$ cat config.mk
export PLATFORM = sky130hd
export DESIGN_NAME = puf_test_sequencer
export DESIGN_NICKNAME = d
export VERILOG_FILES = /design/src/rtl/puf_test_pkg.sv /design/src/rtl/puf_test_sequencer_bank.sv /design/src/rtl/puf_test_sequencer.sv
export SDC_FILE = /design/constraint.sdc
export NUM_CORES = 1
export LEC_CHECK = 0
export ABC_AREA = 1
export CAP_MARGIN = 20
export CORE_MARGIN = 1
export CORE_UTILIZATION = 40
export DETAILED_ROUTE_END_ITERATION = 8
export GPL_TIMING_DRIVEN = 1
export PLACE_DENSITY = 0.54
export SLEW_MARGIN = 20
export SYNTH_ARGS = -nofsm -noshare
export SYNTH_HDL_FRONTEND = slang
export SYNTH_SLANG_ARGS = --single-unit
$ cat constraint.sdc
create_clock -name clk -period 9.1 [get_ports clk]
set_input_delay 1.82 -clock clk [delete_from_list [all_inputs] [get_ports clk]]
set_output_delay 1.82 -clock clk [all_outputs]
set_load 0.01 [all_outputs]
$ cat src/rtl/puf_test_pkg.sv
// Shared types and helpers for the arbiter-PUF statistical test sequencer.
// Counter widths are derived from the run geometry by the helpers below.
package puf_test_pkg;

  typedef enum logic [2:0] {
    S_IDLE,
    S_INIT,
    S_COLLECT,
    S_SAMPLE,
    S_DUMP,
    S_DONE
  } seq_state_t;

  function automatic int cnt_w(input int n);
    return (n < 1) ? 1 : $clog2(n + 1);
  endfunction

  function automatic int idx_w(input int n);
    return (n < 2) ? 1 : $clog2(n);
  endfunction

  function automatic logic [31:0] sat_inc(
    input logic [31:0] v,
    input logic [31:0] max_v,
    input logic        inc
  );
    return (inc && (v < max_v)) ? v + 32'd1 : v;
  endfunction

endpackage

$ cat src/rtl/puf_test_sequencer_bank.sv
// pass_counter_bank: one saturating pass counter per test, with a read mux.
// The read port returns the post-update value of the selected counter.
module pass_counter_bank
  import puf_test_pkg::*;
#(
  parameter int N_TESTS = 8,
  parameter int CNT_W   = 8,
  parameter int IDX_W   = idx_w(N_TESTS)
) (
  input  logic               clk,
  input  logic               rst,
  input  logic               clr,
  input  logic               en,
  input  logic [N_TESTS-1:0] inc,
  input  logic [IDX_W-1:0]   rd_idx,
  output logic [CNT_W-1:0]   rd_data
);

  localparam logic [31:0] MAX_V = 32'((64'd1 << CNT_W) - 64'd1);

  logic [CNT_W-1:0] cnt_q [N_TESTS];
  logic [CNT_W-1:0] cnt_d [N_TESTS];

  always_comb begin
    for (int i = 0; i < N_TESTS; i++) begin
      cnt_d[i] = cnt_q[i];
      if (clr) begin
        cnt_d[i] = '0;
      end else if (en) begin
        cnt_d[i] = CNT_W'(sat_inc(32'(cnt_q[i]), MAX_V, inc[i]));
      end
    end
  end

  always_ff @(posedge clk or posedge rst) begin
    if (rst) begin
      for (int i = 0; i < N_TESTS; i++) begin
        cnt_q[i] <= '0;
      end
    end else begin
      cnt_q <= cnt_d;
    end
  end

  // Reading cnt_d lets a dump entered straight from SAMPLE see the last round.
  always_comb begin
    rd_data = '0;
    for (int i = 0; i < N_TESTS; i++) begin
      if (IDX_W'(i) == rd_idx) rd_data = cnt_d[i];
    end
  end

endmodule

$ cat src/rtl/puf_test_sequencer.sv
// PUF test sequencer: streams one channel into the test block, counts passes.
// Optional PUF_TEST_ABORT_EN adds an abort input that dumps partial counts.
module puf_test_sequencer
  import puf_test_pkg::*;
#(
  parameter int N_CH           = 4,
  parameter int N_TESTS        = 8,
  parameter int BITS_PER_ROUND = 20000,
  parameter int N_ROUNDS       = 255,
  parameter int CNT_W          = 8,
  parameter int ADDR_W         = 13
) (
  input  logic                     clk,
  input  logic                     rst,
  input  logic                     start,
  input  logic [idx_w(N_CH)-1:0]   ch_sel,
  input  logic [N_CH-1:0]          resp,
  input  logic                     resp_valid,
`ifdef PUF_TEST_ABORT_EN
  input  logic                     abort,
`endif
  output logic                     chal_adv,
  output logic                     test_bit,
  output logic                     test_bit_valid,
  output logic                     test_clr,
  input  logic [N_TESTS-1:0]       test_result,
  output logic                     mem_we,
  output logic [ADDR_W-1:0]        mem_waddr,
  output logic [CNT_W-1:0]         mem_din,
  output logic                     busy,
  output logic                     done
);

  localparam int BIT_W = cnt_w(BITS_PER_ROUND);
  localparam int RND_W = cnt_w(N_ROUNDS);
  localparam int CH_W  = idx_w(N_CH);
  localparam int K_W   = idx_w(N_TESTS);

  if (N_TESTS > (1 << ADDR_W)) begin : g_addr_chk
    $error("N_TESTS does not fit the memory address space");
  end

  seq_state_t       state_q, state_d;
  logic [BIT_W-1:0] bit_cnt_q, bit_cnt_d;
  logic [RND_W-1:0] rnd_cnt_q, rnd_cnt_d;
  logic [CH_W-1:0]  ch_q, ch_d;
  logic [K_W-1:0]   k_q, k_d;

  logic              chal_adv_d, test_bit_d, test_bit_valid_d, test_clr_d;
  logic              mem_we_d, busy_d, done_d;
  logic [ADDR_W-1:0] mem_waddr_d;
  logic [CNT_W-1:0]  mem_din_d;

  logic             bank_clr, bank_en;
  logic [CNT_W-1:0] bank_rd;

  pass_counter_bank #(
    .N_TESTS (N_TESTS),
    .CNT_W   (CNT_W),
    .IDX_W   (K_W)
  ) u_bank (
    .clk     (clk),
    .rst     (rst),
    .clr     (bank_clr),
    .en      (bank_en),
    .inc     (test_result),
    .rd_idx  (k_d),
    .rd_data (bank_rd)
  );

  always_comb begin
    state_d          = state_q;
    bit_cnt_d        = bit_cnt_q;
    rnd_cnt_d        = rnd_cnt_q;
    ch_d             = ch_q;
    k_d              = k_q;
    test_bit_d       = 1'b0;
    test_bit_valid_d = 1'b0;
    bank_clr         = 1'b0;
    bank_en          = 1'b0;
    unique case (state_q)
      S_IDLE: begin
        if (start) state_d = S_INIT;
      end
      S_INIT: begin
        bit_cnt_d = '0;
        rnd_cnt_d = '0;
        bank_clr  = 1'b1;
        ch_d      = (32'(ch_sel) < N_CH) ? ch_sel : '0;
        state_d   = S_COLLECT;
      end
      S_COLLECT: begin
        if (resp_valid) begin
          test_bit_d       = resp[ch_q];
          test_bit_valid_d = 1'b1;
          bit_cnt_d        = bit_cnt_q + 1'b1;
          if (bit_cnt_d == BIT_W'(BITS_PER_ROUND)) state_d = S_SAMPLE;
        end
      end
      S_SAMPLE: begin
        bank_en   = 1'b1;
        bit_cnt_d = '0;
        rnd_cnt_d = rnd_cnt_q + 1'b1;
        state_d   = (rnd_cnt_d == RND_W'(N_ROUNDS)) ? S_DUMP : S_COLLECT;
      end
      S_DUMP: begin
        k_d = k_q + 1'b1;
        if (k_q == K_W'(N_TESTS - 1)) state_d = S_DONE;
      end
      S_DONE: begin
        if (!start) state_d = S_IDLE;
      end
      default: state_d = S_IDLE;
    endcase
`ifdef PUF_TEST_ABORT_EN
    if (abort && (state_q inside {S_INIT, S_COLLECT, S_SAMPLE})) begin
      state_d          = S_DUMP;
      test_bit_d       = 1'b0;
      test_bit_valid_d = 1'b0;
    end
`endif
    if ((state_d == S_DUMP) && (state_q != S_DUMP)) k_d = '0;
  end

  // Outputs follow the next state so they are registered alongside it.
  always_comb begin
    chal_adv_d  = (state_d == S_COLLECT);
    test_clr_d  = (state_d inside {S_INIT, S_SAMPLE});
    busy_d      = !(state_d inside {S_IDLE, S_DONE});
    done_d      = (state_d == S_DONE);
    mem_we_d    = (state_d == S_DUMP);
    mem_waddr_d = mem_we_d ? ADDR_W'(k_d) : '0;
    mem_din_d   = mem_we_d ? bank_rd : '0;
  end

  always_ff @(posedge clk or posedge rst) begin
    if (rst) begin
      state_q        <= S_IDLE;
      bit_cnt_q      <= '0;
      rnd_cnt_q      <= '0;
      ch_q           <= '0;
      k_q            <= '0;
      chal_adv       <= 1'b0;
      test_bit       <= 1'b0;
      test_bit_valid <= 1'b0;
      test_clr       <= 1'b0;
      mem_we         <= 1'b0;
      mem_waddr      <= '0;
      mem_din        <= '0;
      busy           <= 1'b0;
      done           <= 1'b0;
    end else begin
      state_q        <= state_d;
      bit_cnt_q      <= bit_cnt_d;
      rnd_cnt_q      <= rnd_cnt_d;
      ch_q           <= ch_d;
      k_q            <= k_d;
      chal_adv       <= chal_adv_d;
      test_bit       <= test_bit_d;
      test_bit_valid <= test_bit_valid_d;
      test_clr       <= test_clr_d;
      mem_we         <= mem_we_d;
      mem_waddr      <= mem_waddr_d;
      mem_din        <= mem_din_d;
      busy           <= busy_d;
      done           <= done_d;
    end
  end

endmodule

-- Word level (Yosys, flattened, before mapping)
Index checks and enable logic that the tools add are counted.
- output and inout port bits: 28
- bits of input ports: 18
- register bits after elaboration: 113
- word-level logic and storage cells: 137
- reduce and logical (&&, ||, !) cells: 19
- add/sub/neg operators: 11
- $lt $le $gt $ge: 9
- muxes and demuxes: 54
- equality and inequality tests: 22
- operators with widths (operator ; number):
    $mux W8 ; 33
    $add A8 B1 Y8 const B ; 9
    $lt A8 B8 Y1 const B ; 8
    $pmux W15 S2 ; 1
    $mux W3 ; 9
    $pmux W3 S6 ; 1
    $pmux W8 S2 ; 1
    $add A15 B1 Y15 const B ; 1
    $eq A15 B15 Y1 const B ; 1
    $eq A3 B3 Y1 const B ; 5
    $mux W15 ; 1
    $eq A3 B2 Y1 const B ; 4
    $eq A3 B3 Y1 const A ; 4
    $logic_and A1 B1 Y1 ; 9
    $logic_not A3 Y1 ; 3
    $eq A8 B8 Y1 const B ; 1
    $reduce_bool A2 Y1 ; 4
    $mux W1 ; 7
    $eq A2 B3 Y1 const A ; 2
    $eq A3 B1 Y1 const B ; 2
    $add A3 B1 Y3 const B ; 1
    $eq A1 B3 Y1 const A ; 1
    $lt A2 B3 Y1 const B ; 1
    $ne A3 B3 Y1 const B ; 1
    other kinds (5) ; 5

-- Longest topological paths before layout
- depth after elaboration: 18
- mapped depth: 18
- mapped depth without buffers: 18

-- Modules after synthesis
Synthesis repeated with hierarchy kept, for this count alone.
- cells, all modules: 1023
- area total of the unflattened synthesis: 7354.6 sq um
- by module, submodules not included (module ; area an instance (sq um) ; instances ; sequential area each (sq um) ; cells an instance):
    pass_counter_bank ; 4797.1 ; 1 ; 1601.5 ; 702
    puf_test_sequencer ; 2557.5 ; 1 ; 1226.2 ; 321

-- Least setup slack after synthesis
Ideal clock, no wire load.
- path type: input port to flip-flop
- from: in test_result[4]
- to: reg mem_din[6]
- required time: 8.977 ns
- stages: 10
- setup time: 0.123 ns
- path buffers: 0
- arrival: 2.931 ns
- slack: 6.046 ns
- path through: inv_1 nor2_1 nand2_1 or2_2 xor2_1 nor2_1 a21oi_1 nand3_1 nand2_1 a21oi_1
- RTL lines (what ; line ; RTL):
    start: declaration ; puf_test_sequencer.sv:26 ; input logic [N_TESTS-1:0] test_result,
    end signal: assignment ; puf_test_sequencer.sv:164 ; mem_din <= mem_din_d;
    end: declaration ; puf_test_sequencer.sv:29 ; output logic [CNT_W-1:0] mem_din,

==> metrics list <==
- The run finished with clean final reports.
* Count of unique library cells instantiated by Yosys: 43
- Initial DRC Count: 361
- RSZ-0062 raised after global routing: false
- Number of antenna violations at the first check in global routing: 0
- Global-route usage over all layers: between 20% and 30%
- Min-delay worst type: reg -> reg
- By instance count, the cell type seen most on the critical path is nand2_1.
- At the placement stage, the worst setup path has a slack of roughly 5.2 ns.
* Final routed wire length divided by cell count: 14.1 um
- Across the run, the number of max-cap violations was 0.
* DR DRC count: 0
- From synthesis to final layout, the design area changed by 18.7%.
* Average cell area after synthesis: between 7 and 8 um^2
- Summing every instance area after synthesis gives approximately 0.0064 mm^2.
- Counting flops with an async set or reset pin after synthesis yields a share of 100%.
- Leaving out fill and tap cells, the most frequent cells in the layout are nand2_1, inv_1, dfrtp_1, nor2_1, o21ai_0.
- At the pin with the least slew margin, the transition time is around 0.84 ns.
- Maximum level of the CTS H-tree: 4
- Along the worst hold path, the cell count comes to 1.
- Layout cells sized above 1: under 10%
- Pleak: ~3.7 nW
- TritonCTS built the clock tree.
- In this run the worst setup path terminates at mem_din[3]$_DFF_PP0_.
* Cell row count: 45
* Core occupancy in the finished layout: between 40% and 50%
- The endpoint identified for the worst register-to-register timing path is mem_din[5]$_DFF_PP0_.
* Sequence of cells on the critical path: clkdlybuf4s50_1 > inv_1 > nor2_1 > nand2_1 > nor3_1 > or2_2 > nand3_1 > inv_1 > a21oi_1 > nand2_1 > nand2_1 > nand2_1 > nand2_1 > a21oi_1
- Summed over all layers, the routed wires come to ~16,000 um.
- For this run, the top clock speed supported by timing is 287 MHz.
* Overall Power: ~1.9 mW
- Post-synth EDFFs: 0
- Startpoint Class: input pin
* Min-Delay Startpoint: bit_cnt_q[0]$_DFFE_PP0P_
- For flop-to-flop paths, the worst setup slack is between 6 and 7 ns.
* Crit path kind: in -> reg
- Post-CTS Hold Fix Bufs: 0
- Global-route wire length before repair: 26,300 um
- The final layout contains approximately 930 nets.
* Final worst clock skew: 0.00874 ns
* Share of the cycle needed by the critical path after routing: approximately two fifths
- After detailed routing, the number of vias per cell comes to between 5 and 6.
- After floorplanning, the core was sized to cover 0.0154 mm^2.
- During synthesis, Yosys emitted a total of 0 warnings.
- Total setup buffers inserted after CTS: 0
- Clock Pin Slew Worst Setup and Hold Paths: about 0.050 ns
* Count of antenna-violating nets left after detailed routing: 0
* Antenna diode instance count: 0
- STA puts the critical path data required time at 9.43 ns.
* Die area: around 0.017 mm^2
- VDD sags by at most ~0.16 mV.
* Post-synthesis cell count: 860
- Post-route minimum period: roughly 3.5 ns
- Worst-case setup margin in the final layout: between 5 and 6 ns
* Proportion of synthesized chip area in sequential cells: between 40% and 50%
- Among all flip-flop cells after synthesis, the most frequent one is dfrtp_1.
- Non-filler instance count after layout: between 1,000 and 1,500
- Measured along the x axis, the die boundary spans between 100 and 150 um.
* Clk sink count: about 110
- Port buffering added 35 buffers.
- The worst setup path is captured at a flip-flop.
- Placed wire-length estimate: 11,300 um
* Arrival time reported for the critical path endpoint: approximately 3.8 ns
- The total overflow left after global routing is 0.
* Largest fanout on the critical path: 6
- The critical path starts at test_result[2].
* Initial standard-cell utilization of the core: approximately two fifths
* Clk_lat worst skew: between 0.4 and 0.5 ns
- Fin Hold WS: about 0.49 ns
- Final setup violating endpoints: 0
- Slowest cell delay on critical path: 0.45 ns
- Slew HR: about 44%
- In this run the deepest clock path goes through 2 buffers.
- Total via count in the routed design: roughly 5,600
- Register bit count reported by yosys: 113
- Resize count post-CTS: 0
- In this run the cell area measured after placement is roughly 0.007 mm^2.
- For this design the top-level I/O count stands at 46.
* Most frequent standard cell in the layout excluding fill and tap cells: nand2_1
* Post-Place Cells: between 1,000 and 1,500
* Area of all placed cells without fillers: about 0.0076 mm^2
- The via count of the first global-routing pass came to approximately 5,400.
- Number of slew-limit violations in the final report: 0
- Gpl congestion: approximately 0.87
- Die boundary height: approximately 130 um
* Worst flop-to-flop path startpoint: state_q[2]$_DFF_PP0_
- CTS Root Cell: clkbuf_16
* Slowest stage cell on the critical path: clkdlybuf4s50_1
- In the final timing run, aggregate negative setup slack is 0 ns.
- Endpoints failing hold: 0
* Number of cells traversed by the worst register-to-register path: 14
* P per Cell Area: 256 mW/mm^2
* Length of the first detailed-routing pass in iterations: 5
- Number of buffers created by CTS: 17
- Maximum number of pins on one net before global-route repair: 67
## sequential cells by signal, indices dropped and copies added, names as in the netlist
signal and flops:
busy 1, test_bit_valid 1, rnd_cnt_q 8, mem_din 8
mem_waddr 3, bit_cnt_q 15, u_bank.cnt_q 64, state_q 3
test_bit 1, ch_q 2, mem_we 1, k_q 3
chal_adv 1, test_clr 1, done 1
## final cells by class
class                   instances  area [um^2]
clock buffers                  21          470
clock inverters                11          183
fillers                      1507         7820
inverters                     128          485
multi-input cells             604         3000
flip-flops and latches        113         2830
well taps                     211          264
repair buffers                 38          373
## Yosys cell counts (3+ instances only)
library cell    n  area, um^2
a21oi_1        49         245
buf_4          10        75.1
clkbuf_1       12        45.0
dfrtp_1       113        2830
ha_1           13         163
inv_1         121         454
inv_2           5        18.8
nand2_1       192         721
nand3_1        60         300
nand4_1        19         119
nor2_1         98         368
nor2_2          4        25.0
nor3_1         18        90.1
o21ai_0        68         340
o21ai_1         5        25.0
o22ai_1         8        50.1
o31ai_1         3        22.5
or2_2           6        37.5
xor2_1         25         219
## critical path: cells and delay by family
family | cells | cell delay (ns)
and+or+nand+nor | 9 | 1.12
AOI/OAI and AO/OA | 2 | 0.27
buffers and inverters | 3 | 0.59
## power by group
| part | internal (mW) | total [mW] | switching, mW |
|---|---|---|---|
| clock | 0.505 | 0.741 | 0.237 |
| combinational | 0.173 | 0.547 | 0.374 |
| sequential | 0.588 | 0.657 | 0.0697 |
## layer usage
layer | up-vias | global-route usage (%) | wire [um]
met4 | 0 | 8.58 | 331
li1 | 2841 | - | -
met1 | 2674 | 26.5 | 7460
met2 | 95 | 34.5 | 7560
met5 | - | 0 | 0
met3 | 22 | 4.53 | 528
## cells by family after synthesis
family	after synthesis	synth area share, %
AO/OA/AOI/OAI	143	12.1
XOR/XNOR	27	3.69
adder cells (fa/ha/maj)	13	2.54
buffers and inverters	152	9.56
flip-flops	113	44.1
other	1	0.0585
AND/OR/NAND/NOR	411	28.0
## worst min-delay path by stage
stage | endpoint | slack, ns
after floorplan | mem_waddr[0]$_DFF_PP0_ | 0.46
after CTS | bit_cnt_q[0]$_DFFE_PP0P_ | 0.50
final | bit_cnt_q[0]$_DFFE_PP0P_ | 0.49
after global routing | bit_cnt_q[0]$_DFFE_PP0P_ | 0.52
after detailed placement | bit_cnt_q[0]$_DFFE_PP0P_ | 0.50
after global placement | bit_cnt_q[0]$_DFFE_PP0P_ | 0.49
No activity file was read; power rests on OpenSTA's default activity.
